--- src/rtl/ps2_digit_display_pkg.sv ---
// ---------------------------------------------------------------------------
// ps2_digit_display_pkg
//   Shared constants for the PS/2 digit display slice: the backspace key code
//   and the active-low 7-segment patterns ({g,f,e,d,c,b,a}, 0 = segment lit).
//   Imported by seg7_decoder and ps2_digit_display.
// ---------------------------------------------------------------------------
package ps2_digit_display_pkg;

  localparam logic [3:0] KEY_BACKSPACE = 4'hB;
  localparam logic [3:0] KEY_MAX_DIGIT = 4'd9;

  localparam logic [6:0] SEG_BLANK = 7'h7F;
  localparam logic [6:0] SEG_0     = 7'h40;
  localparam logic [6:0] SEG_1     = 7'h79;
  localparam logic [6:0] SEG_2     = 7'h24;
  localparam logic [6:0] SEG_3     = 7'h30;
  localparam logic [6:0] SEG_4     = 7'h19;
  localparam logic [6:0] SEG_5     = 7'h12;
  localparam logic [6:0] SEG_6     = 7'h02;
  localparam logic [6:0] SEG_7     = 7'h78;
  localparam logic [6:0] SEG_8     = 7'h00;
  localparam logic [6:0] SEG_9     = 7'h10;

  // Classifies a decoder key code as a printable digit.
  function automatic logic is_digit_key(input logic [3:0] code);
    return code <= KEY_MAX_DIGIT;
  endfunction

endpackage

--- src/rtl/ps2_digit_display_seg7_decoder.sv ---
// ---------------------------------------------------------------------------
// seg7_decoder
//   Combinational BCD -> active-low 7-segment lookup.
//   Ports:
//     digit_i  in  4  digit value 0-9
//     seg_o    out 7  {g,f,e,d,c,b,a}, active-low; blank for codes above 9
// ---------------------------------------------------------------------------
module seg7_decoder
  import ps2_digit_display_pkg::*;
(
  input  logic [3:0] digit_i,
  output logic [6:0] seg_o
);

  always_comb begin
    seg_o = SEG_BLANK;
    case (digit_i)
      4'd0: seg_o = SEG_0;
      4'd1: seg_o = SEG_1;
      4'd2: seg_o = SEG_2;
      4'd3: seg_o = SEG_3;
      4'd4: seg_o = SEG_4;
      4'd5: seg_o = SEG_5;
      4'd6: seg_o = SEG_6;
      4'd7: seg_o = SEG_7;
      4'd8: seg_o = SEG_8;
      4'd9: seg_o = SEG_9;
      default: seg_o = SEG_BLANK;
    endcase
  end

endmodule

--- src/rtl/ps2_digit_display.sv ---
// ---------------------------------------------------------------------------
// ps2_digit_display
//   Buffers the last NUM_DIGITS keys from the PS/2 decoder (newest in digit 0)
//   and scans them onto a time-multiplexed common-anode 7-segment display.
//   Optional feature macro: LEADING_ZERO_BLANK_EN -- blanks positions at or
//   beyond the number of entered digits (digit 0 always shown).
//   Ports:
//     clk_i       in   1             system clock
//     rst_i       in   1             asynchronous active-high reset
//     digit_i     in   4             key code (0-9 digit, 4'hB backspace)
//     new_data_i  in   1             key strobe; rising edge = one key event
//     seg_o       out  7             active-low segments, registered
//     an_o        out  NUM_DIGITS    active-low one-hot digit enable, registered
//     value_o     out  4*NUM_DIGITS  buffer contents, newest digit in [3:0]
// ---------------------------------------------------------------------------
module ps2_digit_display
  import ps2_digit_display_pkg::*;
#(
  parameter int NUM_DIGITS  = 4,
  parameter int REFRESH_DIV = 1000
)
(
  input  logic                    clk_i,
  input  logic                    rst_i,
  input  logic [3:0]              digit_i,
  input  logic                    new_data_i,
  output logic [6:0]              seg_o,
  output logic [NUM_DIGITS-1:0]   an_o,
  output logic [4*NUM_DIGITS-1:0] value_o
);

  localparam int BUF_W = 4 * NUM_DIGITS;
  localparam int IDX_W = $clog2(NUM_DIGITS);
  localparam int PRE_W = $clog2(REFRESH_DIV);
  localparam int CNT_W = $clog2(NUM_DIGITS + 1);

  logic                  newData_q;
  logic [BUF_W-1:0]      digitBuf_q, digitBuf_d;
  logic [CNT_W-1:0]      fill_q, fill_d;
  logic [PRE_W-1:0]      presc_q, presc_d;
  logic [IDX_W-1:0]      idx_q, idx_d;
  logic [6:0]            seg_q, seg_d;
  logic [NUM_DIGITS-1:0] an_q, an_d;

  logic       keyEvt;
  logic       scanTick;
  logic [3:0] muxDigit;
  logic [6:0] decodedSeg;
  logic       blankPos;

  // A held strobe level counts once: only the low-to-high transition is an event.
  assign keyEvt   = new_data_i & ~newData_q;
  assign scanTick = (presc_q == PRE_W'(REFRESH_DIV - 1));

  // Key handling: digits shift in at position 0, backspace shifts everything
  // back toward position 0 and zero-fills the oldest slot; other codes ignored.
  always_comb begin
    digitBuf_d = digitBuf_q;
    fill_d     = fill_q;
    if (keyEvt) begin
      if (is_digit_key(digit_i)) begin
        digitBuf_d = {digitBuf_q[BUF_W-5:0], digit_i};
        if (fill_q != CNT_W'(NUM_DIGITS)) begin
          fill_d = fill_q + 1'b1;
        end
      end else if (digit_i == KEY_BACKSPACE) begin
        digitBuf_d = {4'h0, digitBuf_q[BUF_W-1:4]};
        if (fill_q != '0) begin
          fill_d = fill_q - 1'b1;
        end
      end
    end
  end

  // Prescaler and scan index; the index steps on the prescaler's last count.
  always_comb begin
    presc_d = scanTick ? '0 : presc_q + 1'b1;
    idx_d   = idx_q;
    if (scanTick) begin
      idx_d = (idx_q == IDX_W'(NUM_DIGITS - 1)) ? '0 : idx_q + 1'b1;
    end
  end

  // Select the digit under the current scan index and build its anode pattern.
  always_comb begin
    muxDigit = 4'h0;
    an_d     = '1;
    for (int i = 0; i < NUM_DIGITS; i++) begin
      if (idx_q == IDX_W'(i)) begin
        muxDigit = digitBuf_q[4*i +: 4];
        an_d[i]  = 1'b0;
      end
    end
  end

  seg7_decoder u_seg7_decoder (
    .digit_i (muxDigit),
    .seg_o   (decodedSeg)
  );

`ifdef LEADING_ZERO_BLANK_EN
  // Position 0 is always lit; higher positions light only once that many
  // digits have been entered, which is p >= max(fill,1) folded into one test.
  assign blankPos = (idx_q != '0) && (32'(idx_q) >= 32'(fill_q));
`else
  // Fill count is still tracked so enabling blanking needs no datapath change.
  logic unused_fill;
  assign blankPos    = 1'b0;
  assign unused_fill = ^fill_q;
`endif

  assign seg_d = blankPos ? SEG_BLANK : decodedSeg;

  // All state, including the registered display outputs (one cycle behind idx/buffer).
  always_ff @(posedge clk_i or posedge rst_i) begin
    if (rst_i) begin
      newData_q  <= 1'b0;
      digitBuf_q <= '0;
      fill_q     <= '0;
      presc_q    <= '0;
      idx_q      <= '0;
      seg_q      <= SEG_BLANK;
      an_q       <= '1;
    end else begin
      newData_q  <= new_data_i;
      digitBuf_q <= digitBuf_d;
      fill_q     <= fill_d;
      presc_q    <= presc_d;
      idx_q      <= idx_d;
      seg_q      <= seg_d;
      an_q       <= an_d;
    end
  end

  assign seg_o   = seg_q;
  assign an_o    = an_q;
  assign value_o = digitBuf_q;

endmodule

--- config.mk ---
export PLATFORM = sky130hd
export DESIGN_NAME = ps2_digit_display
export DESIGN_NICKNAME = d
export VERILOG_FILES = /design/src/rtl/ps2_digit_display_pkg.sv /design/src/rtl/ps2_digit_display_seg7_decoder.sv /design/src/rtl/ps2_digit_display.sv
export SDC_FILE = /design/constraint.sdc
export NUM_CORES = 1
export LEC_CHECK = 0
export BUFFER_PORTS_ARGS = -buffer_cell sky130_fd_sc_hd__buf_2
export CORE_MARGIN = 2
export CORE_UTILIZATION = 35
export CTS_BUF_LIST = sky130_fd_sc_hd__clkbuf_4 sky130_fd_sc_hd__clkbuf_8
export CTS_CLUSTER_DIAMETER = 60
export CTS_CLUSTER_SIZE = 40
export DETAILED_ROUTE_END_ITERATION = 10
export SLEW_MARGIN = 10
export SYNTH_ARGS = -nofsm -noshare
export SYNTH_HDL_FRONTEND = slang
export SYNTH_SLANG_ARGS = --single-unit
--- constraint.sdc ---
create_clock -name clk_i -period 2.78 [get_ports clk_i]
set_input_delay 0.139 -clock clk_i [delete_from_list [all_inputs] [get_ports clk_i]]
set_output_delay 0.139 -clock clk_i [all_outputs]
set_load 0.1 [all_outputs]
==> results of run 1 <==
==> worst max-delay path: cells and delay by family, from the launching register on <==
kind | cells | cell delay, ns
AOI/OAI and AO/OA | 4 | 0.91
buffers and inverters | 1 | 0.16
DFF | 1 | 0.42
adders and majority gates | 2 | 0.76
==> kinds of logic after synthesis <==
kind of cell | Yosys count | share of synthesized area [%]
and+or+nand+nor | 69 | 16.9
AOI/OAI and AO/OA | 41 | 12.9
DFF | 40 | 51.0
buffers and inverters | 20 | 4.65
muxes | 10 | 5.15
adders and majority gates | 10 | 6.29
xor gates and xnor gates | 7 | 3.08
==> area by class of cell <==
class,count,area [um^2]
fill,540,3140
sequential,40,1010
multi-input combinational,137,883
timing repair buffer,38,208
tap,72,90.1
clock buffer,6,82.6
inverter,13,48.8
clock inverter,2,38.8
==> stage by stage <==
stage	utilization, %	setup WS, ns	power (mW)	hold WS, ns
floorplan	-	0.438	1.59	0.170
global placement	40.4	0.561	1.73	0.260
detailed placement	40.4	0.448	1.73	0.264
CTS	43.0	0.420	2.24	0.110
global route	43.0	0.180	2.33	0.131
finish	43.0	0.458	2.22	0.117
==> where the power goes <==
part           switching (mW)  internal (mW)
Sequential             0.0722          0.693
Combinational           0.807          0.143
Clock                   0.208          0.294
==> how the worst max path moves through the flow <==
stage | startpoint | endpoint | cells past startpoint
2_1_floorplan | value_o[4] | seg_o[4] | 6
3_3_place_gp | idx_q[0] | seg_o[3] | 7
3_5_place_dp | idx_q[0] | seg_o[4] | 7
4_1_cts | idx_q[0] | seg_o[4] | 7
5_1_grt | idx_q[0] | seg_o[4] | 7
6_report | idx_q[0] | seg_o[4] | 7
==> sequential cells by signal (all words and copies together) (netlist names) <==
signal	count
an_o	4
newData_q	1
idx_q	2
presc_q	10
seg_o	7
value_o	16
==> layout by cell type, fill, tap and decap left out, drive strengths merged, types with 4 or more instances in the layout <==
| cell type | synthesis | final |
|---|---|---|
| nand2 | 25 | 25 |
| o21ai | 23 | 23 |
| clkbuf | 1 | 6 |
| inv | 13 | 13 |
| nor3b | 4 | 4 |
| nand3b | 4 | 4 |
| ha | 10 | 10 |
| buf | 6 | 36 |
| dfstp | 11 | 11 |
| mux2i | 8 | 8 |
| dfrtp | 29 | 29 |
| a211oi | 4 | 4 |
| nand3 | 7 | 7 |
| a21oi | 5 | 5 |
| nor2b | 5 | 5 |
| xnor2 | 4 | 4 |
| nor2 | 15 | 15 |
==> metal layers <==
| layer | up-vias | global-route usage [%] | routed length (um) |
|---|---|---|---|
| met4 | 0 | 6.21 | 78 |
| met2 | 31 | 19.7 | 1580 |
| met3 | 6 | 3.51 | 166 |
| met1 | 666 | 19.9 | 1990 |
| li1 | 751 | - | - |
| met5 | - | 0 | 0 |
==> what timing repair did <==
item                                   CTS  global route
hold buffers                             2             0
resized for setup                        0             0
endpoints found under the hold margin   30             0
==> out/qor.csv, run 1 <==
metric;value;unit
final RePlAce weighted congestion;0.755;
share of the synthesized area in the top cell type;36.5;%
hold path startpoint;digit_i[3];
Reg2Reg Depth;7;
setup_tns;0;ns
worst skew pair latency;0.30;ns
Final Skew;0.00735;ns
DRT iter0 DRCs;45;
leakage power;1.13;nW
Post-Layout Inst Area;0.00237;mm^2
Non-Filler Instances;308;
wire length per cell;12.4;um
most frequent cells after synthesis;dfrtp_1 (29), nand2_1 (25), o21ai_0 (21);
Post-DP Area;0.00222;mm^2
CP max-delay cell;ha_1;
global-route wire length before repair;6.81;mm
setup slack, reg-to-reg;0.46;ns
GRT Total Usage;13.9;%
via density per instance;4.72;
first drt pass iteration count;6;
die area;0.00631;mm^2
Setup-failing EPs final;0;
IO buf count;33;
Synth-to-Final Area Change;18.9;%
clk buf depth;2;
Post-Syn Nets;214;
worst path required time;3.00;ns
CP endpoint kind;flip-flop;
DRC viols;0;
clk sink count;40;
Hold Crit Endpoint;value_o[3];
total of max-cap violations;0;
Starting Density;36.2;%
antenna-violating nets left;0;
Synth area leaders;dfrtp_1 (36%), dfstp_2 (15%), ha_1 (6.3%);
final worst path period need;2.32;ns
status;complete, no violations;
most common cell in the netlist;dfrtp_1;
Seq/Total Area, Yosys;51.0;%
cell count after synthesis;197;
Placeable Area;0.00551;mm^2
Post-synth EDFFs;0;
n_diodes;0;
CP Launch Type;flip-flop;
most frequent CP cell;ha_1;
CP Data Arrival Time;2.54;ns
max-slew violation count;0;
largest net degree at the start of global routing;41;
initial antenna violation count;0;
slew margin rel.;66.2;%
CP max stage delay;0.50;ns
worst r2r dst;seg_o[4];
Cells on Worst Hold Path;3;
cts bufs inserted;5;
detailed placement HPWL;2.75;mm
FP Rows;27;
Synth area leader;dfrtp_1;
maximum level of the CTS H-tree;2;
# placed instances;298;
Root Driver;clkbuf_8;
Final Hold Viols;0;
number of synthesis warnings;0;
crit path cell chain;ha_1 -> a211oi_1 -> a221oi_1 -> inv_1 -> ha_1 -> o21a_1 -> a22oi_1;
CTS tree;done;
R2R Path Start;idx_q[0];
cell area power density;938;mW/mm^2
number of distinct library cells after synthesis;37;
layout cell share with drive strength beyond 1;25.8;%
Clock Pin Slew Worst Setup and Hold Paths;0.08;ns
Die W;79.4;um
critical setup path kind;reg -> reg;
Die Ht;79.4;um
Peak Freq;431;MHz
post-synthesis register bit count;40;
unrepaired setup endpoints after global routing;false;
syn avg cell area;10.1;um^2
postcts setup bufs;0;
vias in the first global route;1386;
Final Cycle Share;83.5;%
worst-margin pin slew;0.507;ns
vias;1454;
fraction of registers with async set/reset;100;%
I/O pins;34;
top_reg_cell synth;dfrtp_1;
Worst Hold Class;in -> reg;
wirelength, routed;3.82;mm
critical path fanouts, max;15;
fin nets;252;
Peak VDD IR;503;uV
total grt overflow;0;
Netlist Area Pre-Place;0.00199;mm^2
Note: power is estimated with default switching activity, not from simulation.
==> run 2, diff against run 1 <==
==> constraint.sdc (replaced) <==
create_clock -name clk_i -period 2.3 [get_ports clk_i]
set_input_delay 0.115 -clock clk_i [delete_from_list [all_inputs] [get_ports clk_i]]
set_output_delay 0.115 -clock clk_i [all_outputs]
set_load 0.1 [all_outputs]
==> out/qor.csv, run 2 (synthesized netlist as in run 1, its figures left out) <==
metric;value;unit;change
setup_tns;0;ns;unchanged
Setup-failing EPs final;0;;unchanged
Peak VDD IR;593;uV;+18%
Die W;79.4;um;unchanged
Worst Hold Class;in -> reg;;
total power;2.56;mW;+15%
Final Cycle Share;87.9;%;+4.4 points
layout cell share with drive strength beyond 1;28.3;%;+2.5 points
via density per instance;4.85;;+2.8%
Non-Filler Instances;312;;+1.3%
global-route wire length before repair;6.73;mm;-1.1%
Starting Density;36.2;%;unchanged
detailed placement HPWL;2.88;mm;+4.7%
cell area power density;1080;mW/mm^2;+15%
I/O pins;34;;unchanged
clk sink count;40;;unchanged
vias;1514;;+4.1%
leakage power;1.14;nW;+0.63%
vias in the first global route;1349;;-2.7%
# placed instances;302;;+1.3%
max-slew violation count;0;;unchanged
wire length per cell;12.8;um;+3.4%
family with the most delay on the worst path;adder cells;;
worst skew pair latency;0.29;ns;about the same
worst path required time;2.51;ns;-0.49 ns
worst setup path start;idx_q[1];;
CP Launch Type;flip-flop;;
Reg2Reg Depth;8;;+1
Final Hold Viols;0;;unchanged
Final Hold Slack;0.0917;ns;-0.0254 ns
Clock Pin Slew Worst Setup and Hold Paths;0.08;ns;about the same
critical setup path kind;reg -> reg;;
CTS tree;done;;
DRT iter0 DRCs;70;;+56%
hold path startpoint;digit_i[3];;
Worst Path Buf+Inv;2;;+1
first drt pass iteration count;4;;-2
most frequent cells in the layout;buf_2 (33), dfrtp_1 (28), nand2_1 (25);;
max FFs per register;16;;unchanged
Placeable Area;0.00551;mm^2;unchanged
DRC viols;0;;unchanged
Die Ht;79.4;um;unchanged
unrepaired setup endpoints after global routing;false;;
total of max-cap violations;0;;unchanged
die area;0.00631;mm^2;unchanged
maximum level of the CTS H-tree;2;;unchanged
largest net degree at the start of global routing;29;;-29%
n_diodes;0;;unchanged
storage element area;0.00102;mm^2;+0.12%
worst-margin pin slew;0.964;ns;+0.457 ns
postcts setup bufs;0;;unchanged
Filler cells;543;;+0.56%
Critical Path Sink;seg_o[3];;
R2R Path Start;idx_q[1];;
Final Skew;0.00524;ns;-0.00211 ns
initial antenna violation count;0;;unchanged
crit path cell chain;inv_1 -> ha_1 -> nand3b_1 -> a221oi_2 -> inv_1 -> ha_1 -> o21ai_0 -> o21ai_0;;
CP endpoint kind;flip-flop;;
Crit path depth;8;;+1
IO buf count;33;;unchanged
status;complete, no violations;;
total grt overflow;0;;unchanged
cts bufs inserted;5;;unchanged
Root Driver;clkbuf_8;;
wirelength, routed;4.00;mm;+4.7%
clk buf depth;2;;unchanged
slew margin rel.;35.7;%;-31 points
worst r2r dst;seg_o[3];;
CP max stage delay;0.40;ns;-0.10 ns
fin nets;256;;+1.6%
CP Data Arrival Time;2.23;ns;-0.31 ns
multi-input logic area;892;um^2;+0.99%
final RePlAce weighted congestion;0.744;;-1.4%
Synth-to-Final Area Change;19.2;%;
Peak Freq;494;MHz;+15%
final worst path period need;2.02;ns;-0.300 ns
most common cell after layout, fill and taps aside;buf_2;;
FP Rows;27;;unchanged
CP max-delay cell;dfrtp_1;;
critical path fanouts, max;9;;-6
antenna-violating nets left;0;;unchanged
setup slack, reg-to-reg;0.28;ns;-0.18 ns
GRT Total Usage;13.7;%;-0.17 points
==> run 2: changes by cell type in the layout (fill, tap and decap cells not counted), sizes merged <==
cell    change
clkbuf      +1
buf         +4
bufinv      -1
==> run 2: cell type report <==
type,instances,share of cell area [%]
repair buffers,42,10.0
well taps,72,3.80
inverters,13,2.06
clock buffers,7,3.53
clock inverters,1,0.211
flip-flops and latches,40,42.8
multi-input cells,137,37.6
==> run 2: per-stage QoR <==
| stage | cell area (um^2) | setup slack (ns) | util [%] |
|---|---|---|---|
| CTS | 2360 | 0.200 | 42.9 |
| global placement | 2260 | 0.326 | 41.0 |
| global route | 2370 | 0.123 | 43.1 |
| floorplan | 1990 | 0.0248 | - |
| detailed placement | 2260 | 0.222 | 41.0 |
| finish | 2370 | 0.277 | 43.1 |
==> run 2: where the power goes <==
part | switching [mW] | internal, mW | leakage, nW | total [mW]
Sequential | 0.0905 | 0.840 | 0.492 | 0.930
Combinational | 0.982 | 0.179 | 0.599 | 1.16
Clock | 0.231 | 0.236 | 0.0491 | 0.468
==> run 2: worst min path at each step <==
stage / end / slack [ns] / depth (start not counted)
after global routing: value_o[3] / 0.12 / 3
after floorplan: newData_q / 0.15 / 0
after detailed placement: value_o[13] / 0.14 / 3
final: value_o[3] / 0.09 / 3
after CTS: value_o[3] / 0.09 / 3
after global placement: value_o[12] / 0.14 / 3
==> run 2: repair_timing <==
| action | 4_1_cts | 5_1_grt |
|---|---|---|
| setup endpoints to repair | 0 | 2 |
| hold buffers | 2 | 0 |
| resized for setup | 0 | 2 |
| hold endpoints to repair | 30 | 0 |
==> run 2: worst reg2reg max path: stages (launching register included) <==
cell and delay (ns):
dfrtp_1 0.40, inv_1 0.08, ha_1 0.27, nand3b_1 0.21
a221oi_2 0.29, inv_1 0.13, ha_1 0.32, o21ai_0 0.16
o21ai_0 0.09
==> run 2: per-layer routing <==
| metal | up-vias | wire, um | global-route usage [%] |
|---|---|---|---|
| li1 | 758 | - | - |
| met1 | 719 | 2040 | 20.5 |
| met2 | 30 | 1720 | 19.0 |
| met3 | 7 | 163 | 2.83 |
| met4 | 0 | 76 | 6.21 |
| met5 | - | 0 | 0 |
